==> config.mk <==
export PLATFORM = sky130hd
export DESIGN_NAME = id_ex_stage
export DESIGN_NICKNAME = d
export VERILOG_FILES = /design/src/rtl/core_pkg.sv /design/src/rtl/hazard_detect.sv /design/src/rtl/id_ex_stage.sv
export SDC_FILE = /design/constraint.sdc
export NUM_CORES = 1
export LEC_CHECK = 0
export CAP_MARGIN = 30
export CORE_AREA = 3 3 167 169
export DETAILED_ROUTE_END_ITERATION = 6
export DIE_AREA = 0 0 170 172
export RECOVER_POWER = 50
export SYNTH_ARGS = -nofsm -noshare
export SYNTH_HDL_FRONTEND = slang
export SYNTH_SLANG_ARGS = --single-unit
==> constraint.sdc <==
create_clock -name clk_i -period 5.7 [get_ports clk_i]
set_input_delay 1.14 -clock clk_i [delete_from_list [all_inputs] [get_ports clk_i]]
set_output_delay 1.14 -clock clk_i [all_outputs]
set_load 0.03 [all_outputs]
==> src/rtl/core_pkg.sv <==
// ---------------------------------------------------------------------------
// core_pkg
//   Definitions shared by the RV32 pipeline stages.
//   - OP_*     : 7-bit major opcodes of the supported instruction classes
//   - ALUOP_*  : 2-bit ALU-operation class produced by the Control unit
//   - ctrl_t   : control bundle that travels from ID into EX
//   - CTRL_W   : width of that bundle
//   - bubbleCtrl(): turns a control bundle into a harmless no-op bundle
// ---------------------------------------------------------------------------
package core_pkg;

    localparam logic [6:0] OP_R  = 7'b0110011;
    localparam logic [6:0] OP_I  = 7'b0010011;
    localparam logic [6:0] OP_LD = 7'b0000011;
    localparam logic [6:0] OP_ST = 7'b0100011;
    localparam logic [6:0] OP_BR = 7'b1100011;

    localparam logic [1:0] ALUOP_LDST  = 2'b00;
    localparam logic [1:0] ALUOP_ITYPE = 2'b01;
    localparam logic [1:0] ALUOP_RTYPE = 2'b10;

    typedef struct packed {
        logic [1:0] aluOp;
        logic       aluSrc;
        logic       wbDst;
        logic       memRead;
        logic       memWrite;
        logic       memToReg;
        logic       regWrite;
    } ctrl_t;

    localparam int CTRL_W = $bits(ctrl_t);

    // A bubble must not touch architectural state: no register write and no
    // memory access. aluSrc/wbDst are meaningless in a bubble, so they simply
    // keep their previous value instead of costing extra mux logic.
    function automatic ctrl_t bubbleCtrl(input ctrl_t c);
        ctrl_t b;
        b          = c;
        b.aluOp    = ALUOP_LDST;
        b.memRead  = 1'b0;
        b.memWrite = 1'b0;
        b.memToReg = 1'b0;
        b.regWrite = 1'b0;
        return b;
    endfunction

endpackage

==> src/rtl/hazard_detect.sv <==
// ---------------------------------------------------------------------------
// hazard_detect
//   Combinational load-use hazard term. A hazard exists when EX holds a real
//   load that writes a non-zero register and the real instruction in ID reads
//   that register through an operand it actually uses.
// Ports
//   exValid_i    EX holds a real instruction
//   exMemRead_i  EX instruction is a load
//   exRdAddr_i   EX destination register
//   valid_i      ID holds a real instruction
//   rs1Used_i / rs1Addr_i   ID reads rs1 / its index
//   rs2Used_i / rs2Addr_i   ID reads rs2 / its index
//   haz_o        load-use hazard
// ---------------------------------------------------------------------------
module hazard_detect #(
    parameter int REG_AW = 5
) (
    input  logic              exValid_i,
    input  logic              exMemRead_i,
    input  logic [REG_AW-1:0] exRdAddr_i,
    input  logic              valid_i,
    input  logic              rs1Used_i,
    input  logic [REG_AW-1:0] rs1Addr_i,
    input  logic              rs2Used_i,
    input  logic [REG_AW-1:0] rs2Addr_i,
    output logic              haz_o
);

    logic loadInEx;
    logic rs1Match;
    logic rs2Match;

    // x0 is hard-wired to zero, so a load targeting it produces nothing to wait for.
    assign loadInEx = exValid_i & exMemRead_i & (exRdAddr_i != '0);
    assign rs1Match = rs1Used_i & (rs1Addr_i == exRdAddr_i);
    assign rs2Match = rs2Used_i & (rs2Addr_i == exRdAddr_i);
    assign haz_o    = loadInEx & valid_i & (rs1Match | rs2Match);

endmodule

==> src/rtl/id_ex_stage.sv <==
// ---------------------------------------------------------------------------
// id_ex_stage
//   ID/EX pipeline register of the 5-stage RV32 core. Captures the Control
//   bundle and the ID operands for EX, detects load-use hazards (stalling PC
//   and IF/ID and inserting one bubble), gates the branch flush while stalled
//   and keeps saturating stall/bubble performance counters.
// Ports
//   clk_i, rst_n_i            clock (rising edge), async active-low reset
//   valid_i                   ID holds a real instruction
//   aluOp_i .. regWrite_i     Control-unit outputs
//   flush_i                   branch taken in ID
//   funct_i                   {funct7,funct3}
//   rs1Data_i, rs2Data_i      register-file read data
//   imm_i                     sign-extended immediate
//   rs1Addr_i/rs1Used_i, rs2Addr_i/rs2Used_i, rdAddr_i  register indices
//   hold_i                    freeze request from MEM
//   ex*_o                     registered copies for EX, exValid_o
//   stall_o                   hold PC and IF/ID (combinational)
//   flush_o                   gated flush to IF/ID (combinational)
//   stallCnt_o, bubbleCnt_o   saturating performance counters
// ---------------------------------------------------------------------------
module id_ex_stage
    import core_pkg::*;
#(
    parameter int XLEN   = 32,
    parameter int REG_AW = 5,
    parameter int CNT_W  = 16
) (
    input  logic              clk_i,
    input  logic              rst_n_i,
    input  logic              valid_i,
    input  logic [1:0]        aluOp_i,
    input  logic              aluSrc_i,
    input  logic              wbDst_i,
    input  logic              memRead_i,
    input  logic              memWrite_i,
    input  logic              memToReg_i,
    input  logic              regWrite_i,
    input  logic              flush_i,
    input  logic [9:0]        funct_i,
    input  logic [XLEN-1:0]   rs1Data_i,
    input  logic [XLEN-1:0]   rs2Data_i,
    input  logic [XLEN-1:0]   imm_i,
    input  logic [REG_AW-1:0] rs1Addr_i,
    input  logic              rs1Used_i,
    input  logic [REG_AW-1:0] rs2Addr_i,
    input  logic              rs2Used_i,
    input  logic [REG_AW-1:0] rdAddr_i,
    input  logic              hold_i,
    output logic [1:0]        exAluOp_o,
    output logic              exAluSrc_o,
    output logic              exWbDst_o,
    output logic              exMemRead_o,
    output logic              exMemWrite_o,
    output logic              exMemToReg_o,
    output logic              exRegWrite_o,
    output logic [9:0]        exFunct_o,
    output logic [XLEN-1:0]   exRs1Data_o,
    output logic [XLEN-1:0]   exRs2Data_o,
    output logic [XLEN-1:0]   exImm_o,
    output logic [REG_AW-1:0] exRs1Addr_o,
    output logic [REG_AW-1:0] exRs2Addr_o,
    output logic [REG_AW-1:0] exRdAddr_o,
    output logic              exValid_o,
    output logic              stall_o,
    output logic              flush_o,
    output logic [CNT_W-1:0]  stallCnt_o,
    output logic [CNT_W-1:0]  bubbleCnt_o
);

    ctrl_t             inCtrl;
    ctrl_t             exCtrlReg;
    logic              exValidReg;
    logic [9:0]        exFunctReg;
    logic [XLEN-1:0]   exRs1DataReg;
    logic [XLEN-1:0]   exRs2DataReg;
    logic [XLEN-1:0]   exImmReg;
    logic [REG_AW-1:0] exRs1AddrReg;
    logic [REG_AW-1:0] exRs2AddrReg;
    logic [REG_AW-1:0] exRdAddrReg;

    logic haz;
    logic insertBubble;
    logic loadInstr;

    assign inCtrl.aluOp    = aluOp_i;
    assign inCtrl.aluSrc   = aluSrc_i;
    assign inCtrl.wbDst    = wbDst_i;
    assign inCtrl.memRead  = memRead_i;
    assign inCtrl.memWrite = memWrite_i;
    assign inCtrl.memToReg = memToReg_i;
    assign inCtrl.regWrite = regWrite_i;

    hazard_detect #(
        .REG_AW (REG_AW)
    ) uHazardDetect (
        .exValid_i   (exValidReg),
        .exMemRead_i (exCtrlReg.memRead),
        .exRdAddr_i  (exRdAddrReg),
        .valid_i     (valid_i),
        .rs1Used_i   (rs1Used_i),
        .rs1Addr_i   (rs1Addr_i),
        .rs2Used_i   (rs2Used_i),
        .rs2Addr_i   (rs2Addr_i),
        .haz_o       (haz)
    );

    // A branch decided in ID while its operand is still being loaded used
    // stale data, so it must not redirect fetch; it re-resolves next cycle.
    assign stall_o = haz | hold_i;
    assign flush_o = flush_i & ~stall_o;

    // hold_i outranks everything: a frozen stage neither loads nor bubbles.
    assign insertBubble = ~hold_i & (haz | ~valid_i);
    assign loadInstr    = ~hold_i & ~haz & valid_i;

    // Control/valid half of the pipeline register.
    always_ff @(posedge clk_i or negedge rst_n_i) begin
        if (!rst_n_i) begin
            exValidReg <= 1'b0;
            exCtrlReg  <= '0;
        end else if (insertBubble) begin
            exValidReg <= 1'b0;
            exCtrlReg  <= bubbleCtrl(exCtrlReg);
        end else if (loadInstr) begin
            exValidReg <= 1'b1;
            exCtrlReg  <= inCtrl;
        end
    end

    // Data half: only written when a real instruction enters EX; a bubble
    // leaves the previous contents in place since nothing consumes them.
    always_ff @(posedge clk_i or negedge rst_n_i) begin
        if (!rst_n_i) begin
            exFunctReg   <= '0;
            exRs1DataReg <= '0;
            exRs2DataReg <= '0;
            exImmReg     <= '0;
            exRs1AddrReg <= '0;
            exRs2AddrReg <= '0;
            exRdAddrReg  <= '0;
        end else if (loadInstr) begin
            exFunctReg   <= funct_i;
            exRs1DataReg <= rs1Data_i;
            exRs2DataReg <= rs2Data_i;
            exImmReg     <= imm_i;
            exRs1AddrReg <= rs1Addr_i;
            exRs2AddrReg <= rs2Addr_i;
            exRdAddrReg  <= rdAddr_i;
        end
    end

    // Performance counters: index 0 counts load-use stall cycles, index 1
    // counts bubbles. Both stick at all-ones rather than wrapping.
    logic [1:0]       cntInc;
    logic [CNT_W-1:0] cntReg [2];

    assign cntInc[0] = haz & ~hold_i;
    assign cntInc[1] = insertBubble;

    generate
        for (genvar gi = 0; gi < 2; gi++) begin : gCounter
            always_ff @(posedge clk_i or negedge rst_n_i) begin
                if (!rst_n_i) begin
                    cntReg[gi] <= '0;
                end else if (cntInc[gi] && (cntReg[gi] != {CNT_W{1'b1}})) begin
                    cntReg[gi] <= cntReg[gi] + CNT_W'(1);
                end
            end
        end
    endgenerate

    assign stallCnt_o  = cntReg[0];
    assign bubbleCnt_o = cntReg[1];

    assign exAluOp_o    = exCtrlReg.aluOp;
    assign exAluSrc_o   = exCtrlReg.aluSrc;
    assign exWbDst_o    = exCtrlReg.wbDst;
    assign exMemRead_o  = exCtrlReg.memRead;
    assign exMemWrite_o = exCtrlReg.memWrite;
    assign exMemToReg_o = exCtrlReg.memToReg;
    assign exRegWrite_o = exCtrlReg.regWrite;
    assign exFunct_o    = exFunctReg;
    assign exRs1Data_o  = exRs1DataReg;
    assign exRs2Data_o  = exRs2DataReg;
    assign exImm_o      = exImmReg;
    assign exRs1Addr_o  = exRs1AddrReg;
    assign exRs2Addr_o  = exRs2AddrReg;
    assign exRdAddr_o   = exRdAddrReg;
    assign exValid_o    = exValidReg;

endmodule

==> Word-level counts from Yosys, hierarchy flattened <==
Cells that the tools add are included.
{ "word_totals": {"ff_bits": 162, "out_inout_bits": 164, "inputBits": 136, "word_cells": 51} }
{ "op_classes": {"eq_ne": 4, "add_sub_neg": 2, "n_reduce_logical": 5, "n_mux": 4, "bitwise_logic": 19} }
{ "ops": {"columns": ["op", "count"], "rows": [
  ["16-bit by 1-bit adder with 16-bit output, second input constant", 2],
  ["16-bit != test, second input constant", 2],
  ["8-bit 2-to-1 mux", 2],
  ["1-bit bitwise AND", 11],
  ["5-bit equality test", 2],
  ["1-bit inverter", 5],
  ["5-bit nonzero test", 1],
  ["1-bit bitwise OR", 3],
  ["1-bit logical AND", 2],
  ["1-bit 2-to-1 mux", 2],
  ["2-bit AND reduction", 1],
  ["2-bit nonzero test", 1]
]} }

==> Logic depth before layout (Yosys ltp) <==
{ "depth": {"depth_word": 9, "ltp_mapped": 8, "mapped_depth_nobuf": 7} }

==> Modules after synthesis <==
From an unflattened synthesis, not the netlist that was laid out.
{ "hier_totals": {"cells_unflattened": 441, "area_unflattened_um2": 6507.5} }
{ "by_module_without_submodules": {"columns": ["module", "cells_per_inst", "instances", "area_each_um2"], "rows": [
  ["id_ex_stage", 424, 1, 6376.1],
  ["hazard_detect", 17, 1, 131.4]
]} }

==> Least setup slack after synthesis <==
No wires, ideal clock.
{ "synth_path": {"path_kind": "in2out", "start": "input port rs1Addr_i[4]", "end": "output port flush_o", "n_path_buf": 0, "cell_stages": 6, "arrival_time_ps": 2382, "t_required_ps": 4560, "setup_slack_ps": 2178, "path_cell_list": "xnor2_1 -> nand4_1 -> o22ai_1 -> and2_1 -> a21o_1 -> nor2_1"} }
{ "synth_between": {"elab_chain_cells": 7} }
{ "synth_rtl": {"columns": ["element", "line", "source"], "rows": [
  ["start, declared", "id_ex_stage.sv:44", "input logic [REG_AW-1:0] rs1Addr_i,"],
  ["5-bit equality test", "hazard_detect.sv:35", "assign rs1Match = rs1Used_i & (rs1Addr_i == exRdAddr_i);"],
  ["1-bit bitwise AND", "hazard_detect.sv:35", null],
  ["1-bit bitwise OR", "hazard_detect.sv:37", "assign haz_o = loadInEx & valid_i & (rs1Match | rs2Match);"],
  ["1-bit bitwise AND", "hazard_detect.sv:37", null],
  ["1-bit bitwise OR", "id_ex_stage.sv:110", "assign stall_o = haz | hold_i;"],
  ["named net stall_o", "id_ex_stage.sv:65", "output logic stall_o,"],
  ["1-bit inverter", "id_ex_stage.sv:111", "assign flush_o = flush_i & ~stall_o;"],
  ["1-bit bitwise AND", "id_ex_stage.sv:111", null],
  ["end, declared", "id_ex_stage.sv:66", "output logic flush_o,"]
]} }
The timed path passes the listed nets, and every way through them passes these cells.

==> Worst setup path in the final report <==
{ "layout_path": {"start": "input port rs1Addr_i[4]", "end": "output port stall_o"} }
{ "layout_between": {"elab_chain_cells": 5} }
{ "layout_rtl": {"columns": ["element", "line"], "rows": [
  ["5-bit equality test", "hazard_detect.sv:35"],
  ["1-bit bitwise AND", "hazard_detect.sv:35"],
  ["1-bit bitwise OR", "hazard_detect.sv:37"],
  ["1-bit bitwise AND", "hazard_detect.sv:37"],
  ["1-bit bitwise OR", "id_ex_stage.sv:110"],
  ["end, declared", "id_ex_stage.sv:65"]
]} }
Every way passes these cells.

==> results.md <==
- DP Wirelength: 13,700 um
- Clock Tree Buf Depth: 2
- Reg power frac: 0.393
- Final ANT Viol Nets: 0
- RSZ-0062 raised after global routing: no
- Yosys warning total: 0
- Area grow syn2layout: 58.9%
- Post-synthesis sequential area ratio: 0.615
- Part of the power in the clock network: 0.340
- Post_cts resized: 0
- H-tree depth: 4
- Clk sinks: 162
- Post-synth ARST share: 1.00
- Final Routed Wirelength: 18,900 um
- Critical path launch point type: primary input
- Setup crit end kind: primary output
- Slew Viols, Final: between 60 and 70
- Die height: 172 um
- Grt total ovfl: 0
- Setup CP Type: in -> out
- Nets: 891
- Multi-input gate area: between 2000 and 2500 sq um
- Combinational Power Share: 0.267
- Final hold vios: 0
- Detailed Routing Iterations Pass 1: 4
- Initial antenna violation count: 0
- Power Density: approximately 340 nW/um^2
- FF+latch count, synth: about 160
- Max Cap Viol: 1
- Switch Pwr: 1.15 mW
- DRC Markers: 0
- Vias in the first global route: 4,883
- Overall power: 3.58 mW
- IO Port Bufs: approximately 300
- Max frequency: 214 MHz
- Status: finished with violations
- Avg Cell Area, Syn: 14.7 sq um
- Clock Latency Late Sink: 0.42 ns
- Post-synth cell types: 35
- Gpl congestion: 0.736
- Clock buffer count from CTS: 17
- Tcrit/Tclk final: 0.821
- First-pass GRT wire length: 28,200 um
- Layout cells sized above 1: 0.0953
- Final setup violation count: 0
- Min-delay src: exImm_o[19]
- Pleak: 4.31 nW
- Starting DRT DRC Count: between 200 and 250
- Setup TNS: 0 ns
- Int Power: ~2.4 mW
- Initial Util: 0.246
- Die Wd: 170 um
- Hold-fix buffers, CTS: 0
- Post-Synthesis Cell Area: 6590 sq um
- Diode count: 0
- Top Ports: 300
- Clock root cell: clkbuf_16
- Rows: 60
- Drt via density: between 4 and 5
- Failing checks: capacitance limit, slew limit
- Net Sw Frac: 0.322
- Filler cells: 2,572
- Largest net degree at the start of global routing: between 100 and 150
- Crit path arrival time: 3.54 ns
- Via count: 4,724
- Worst r2r src: exRdAddr_o[3]
- Number of flops mapped to enable cells by yosys: 0
- GRT Total Usage: 0.125
- Syn_nets: about 590
- Slew margin rel.: -1.53
- Drt wl/cell: ~17 um
- Cell count after synthesis: about 450
- CTS tree: yes
- Max VDD drop: between 0.1 and 0.15 mV
- Crit path required time: 4.56 ns
- Final critical-path required period: 4.68 ns
- Top_reg_cell synth: dfrtp_1
- CP max FO: 4
- Worst Hold Class: reg -> reg
- DIE AREA: 29,200 sq um
- Core footprint: ~27,000 sq um
- Critical path origin: rs1Addr_i[4]
- Storage cell area: between 4000 and 5000 sq um
- Clk slew on worst S/H paths: 0.06 ns
- Worst slew pin tran: 3.79 ns
- Worst Skew: 0.0127 ns
- # Post-CTS Setup Buffers: 0
registers in the layout (all words and copies together), names as in the netlist:
| register | flops |
|---|---|
| bubbleCnt_o | 16 |
| exAluOp_o | 2 |
| exAluSrc_o | 1 |
| exFunct_o | 10 |
| exImm_o | 32 |
| exMemRead_o | 1 |
| exMemToReg_o | 1 |
| exMemWrite_o | 1 |
| exRdAddr_o | 5 |
| exRegWrite_o | 1 |
| exRs1Addr_o | 5 |
| exRs1Data_o | 32 |
| exRs2Addr_o | 5 |
| exRs2Data_o | 32 |
| exValid_o | 1 |
| exWbDst_o | 1 |
| stallCnt_o | 16 |
cells in the mapped netlist (3+ instances only):
cell type,number,share of area
nand4_1,9,0.0085
buf_8,10,0.023
mux2_2,32,0.055
inv_1,7,0.0040
xor2_1,13,0.017
nand3_1,11,0.0084
mux2_1,93,0.16
nor3_1,9,0.0068
nand2_1,15,0.0085
buf_2,4,0.0030
nor2_1,16,0.0091
nor4_1,4,0.0038
dfrtp_1,162,0.62
nand3b_1,3,0.0034
a22o_1,6,0.0080
clkbuf_1,3,0.0017
xnor2_1,26,0.035
worst paths after layout:
| path | end | slack (ns) | cells after the start |
|---|---|---|---|
| worst min register to register | exImm_o[19] | 0.48 | 1 |
| min in group asynchronous | stallCnt_o[5] | 2.01 | 1 |
| max in group asynchronous | exRs2Data_o[10] | 1.43 | 2 |
| worst max-delay path | stall_o | 1.02 | 7 |
| worst min-delay path | exImm_o[19] | 0.48 | 1 |
| worst max register to register | exRs1Data_o[9] | 2.94 | 6 |
worst max-delay path: stages:
cell and delay, ns:
clkdlybuf4s50_1 0.43, xnor2_1 0.28, nand4_1 0.13, o22ai_1 0.41, and2_1 0.27, a21o_1 0.18, clkdlybuf4s50_1 0.68
cells in the final DEF, fill, tap and decap left out, types with 11 or more instances in the layout:
cell / count
clkdlybuf4s50_1: 216
dfrtp_1: 162
mux2_1: 93
dlygate4sd3_1: 82
mux2_2: 32
xnor2_1: 26
clkbuf_16: 17
nor2_1: 16
nand2_1: 15
xor2_1: 13
nand3_1: 11
per-layer routing:
layer	global-route usage	routed length [um]	vias up
li1	-	-	2189
met1	0.160	8370	2320
met5	0	0	-
met3	0.0455	1640	16
met4	0.0395	272	0
met2	0.197	8590	199
cells by family after synthesis:
group	count (synthesis)	share of synthesized area
multiplexers	125	0.214
XOR/XNOR	39	0.0519
AND/OR/NAND/NOR	82	0.0651
AO/OA/AOI/OAI	14	0.0169
adder cells (fa/ha/maj)	2	0.00380
flip-flops	162	0.615
buffers and inverters	25	0.0332
metrics by stage:
stage	setup slack [ns]	hold WS [ns]	cells	cell area, sq um	util
6_report	1.02	0.479	1107	10500	0.392
3_3_place_gp	0.975	0.467	1075	9860	0.369
3_5_place_dp	0.957	0.474	1075	9860	0.369
4_1_cts	0.945	0.488	1107	10500	0.392
2_1_floorplan	2.18	0.664	449	6590	-
5_1_grt	0.590	0.487	1107	10500	0.392
power by group through the flow:
stage	clock, mW	sequential (mW)	combinational [mW]
2_1_floorplan	0	1.73	0.188
5_1_grt	1.32	1.43	1.01
3_3_place_gp	0	1.43	0.996
4_1_cts	1.27	1.41	1.00
3_5_place_dp	0	1.44	0.999
6_report	1.22	1.41	0.954
layout make-up:
type,count,area share
Clock buffer,19,0.0433
Tap cell,341,0.0408
Inverter,7,0.00251
Multi-Input combinational cell,262,0.221
Sequential cell,162,0.387
Timing Repair Buffer,303,0.289
Clock inverter,13,0.0155
(Power assumes the default switching activity.)
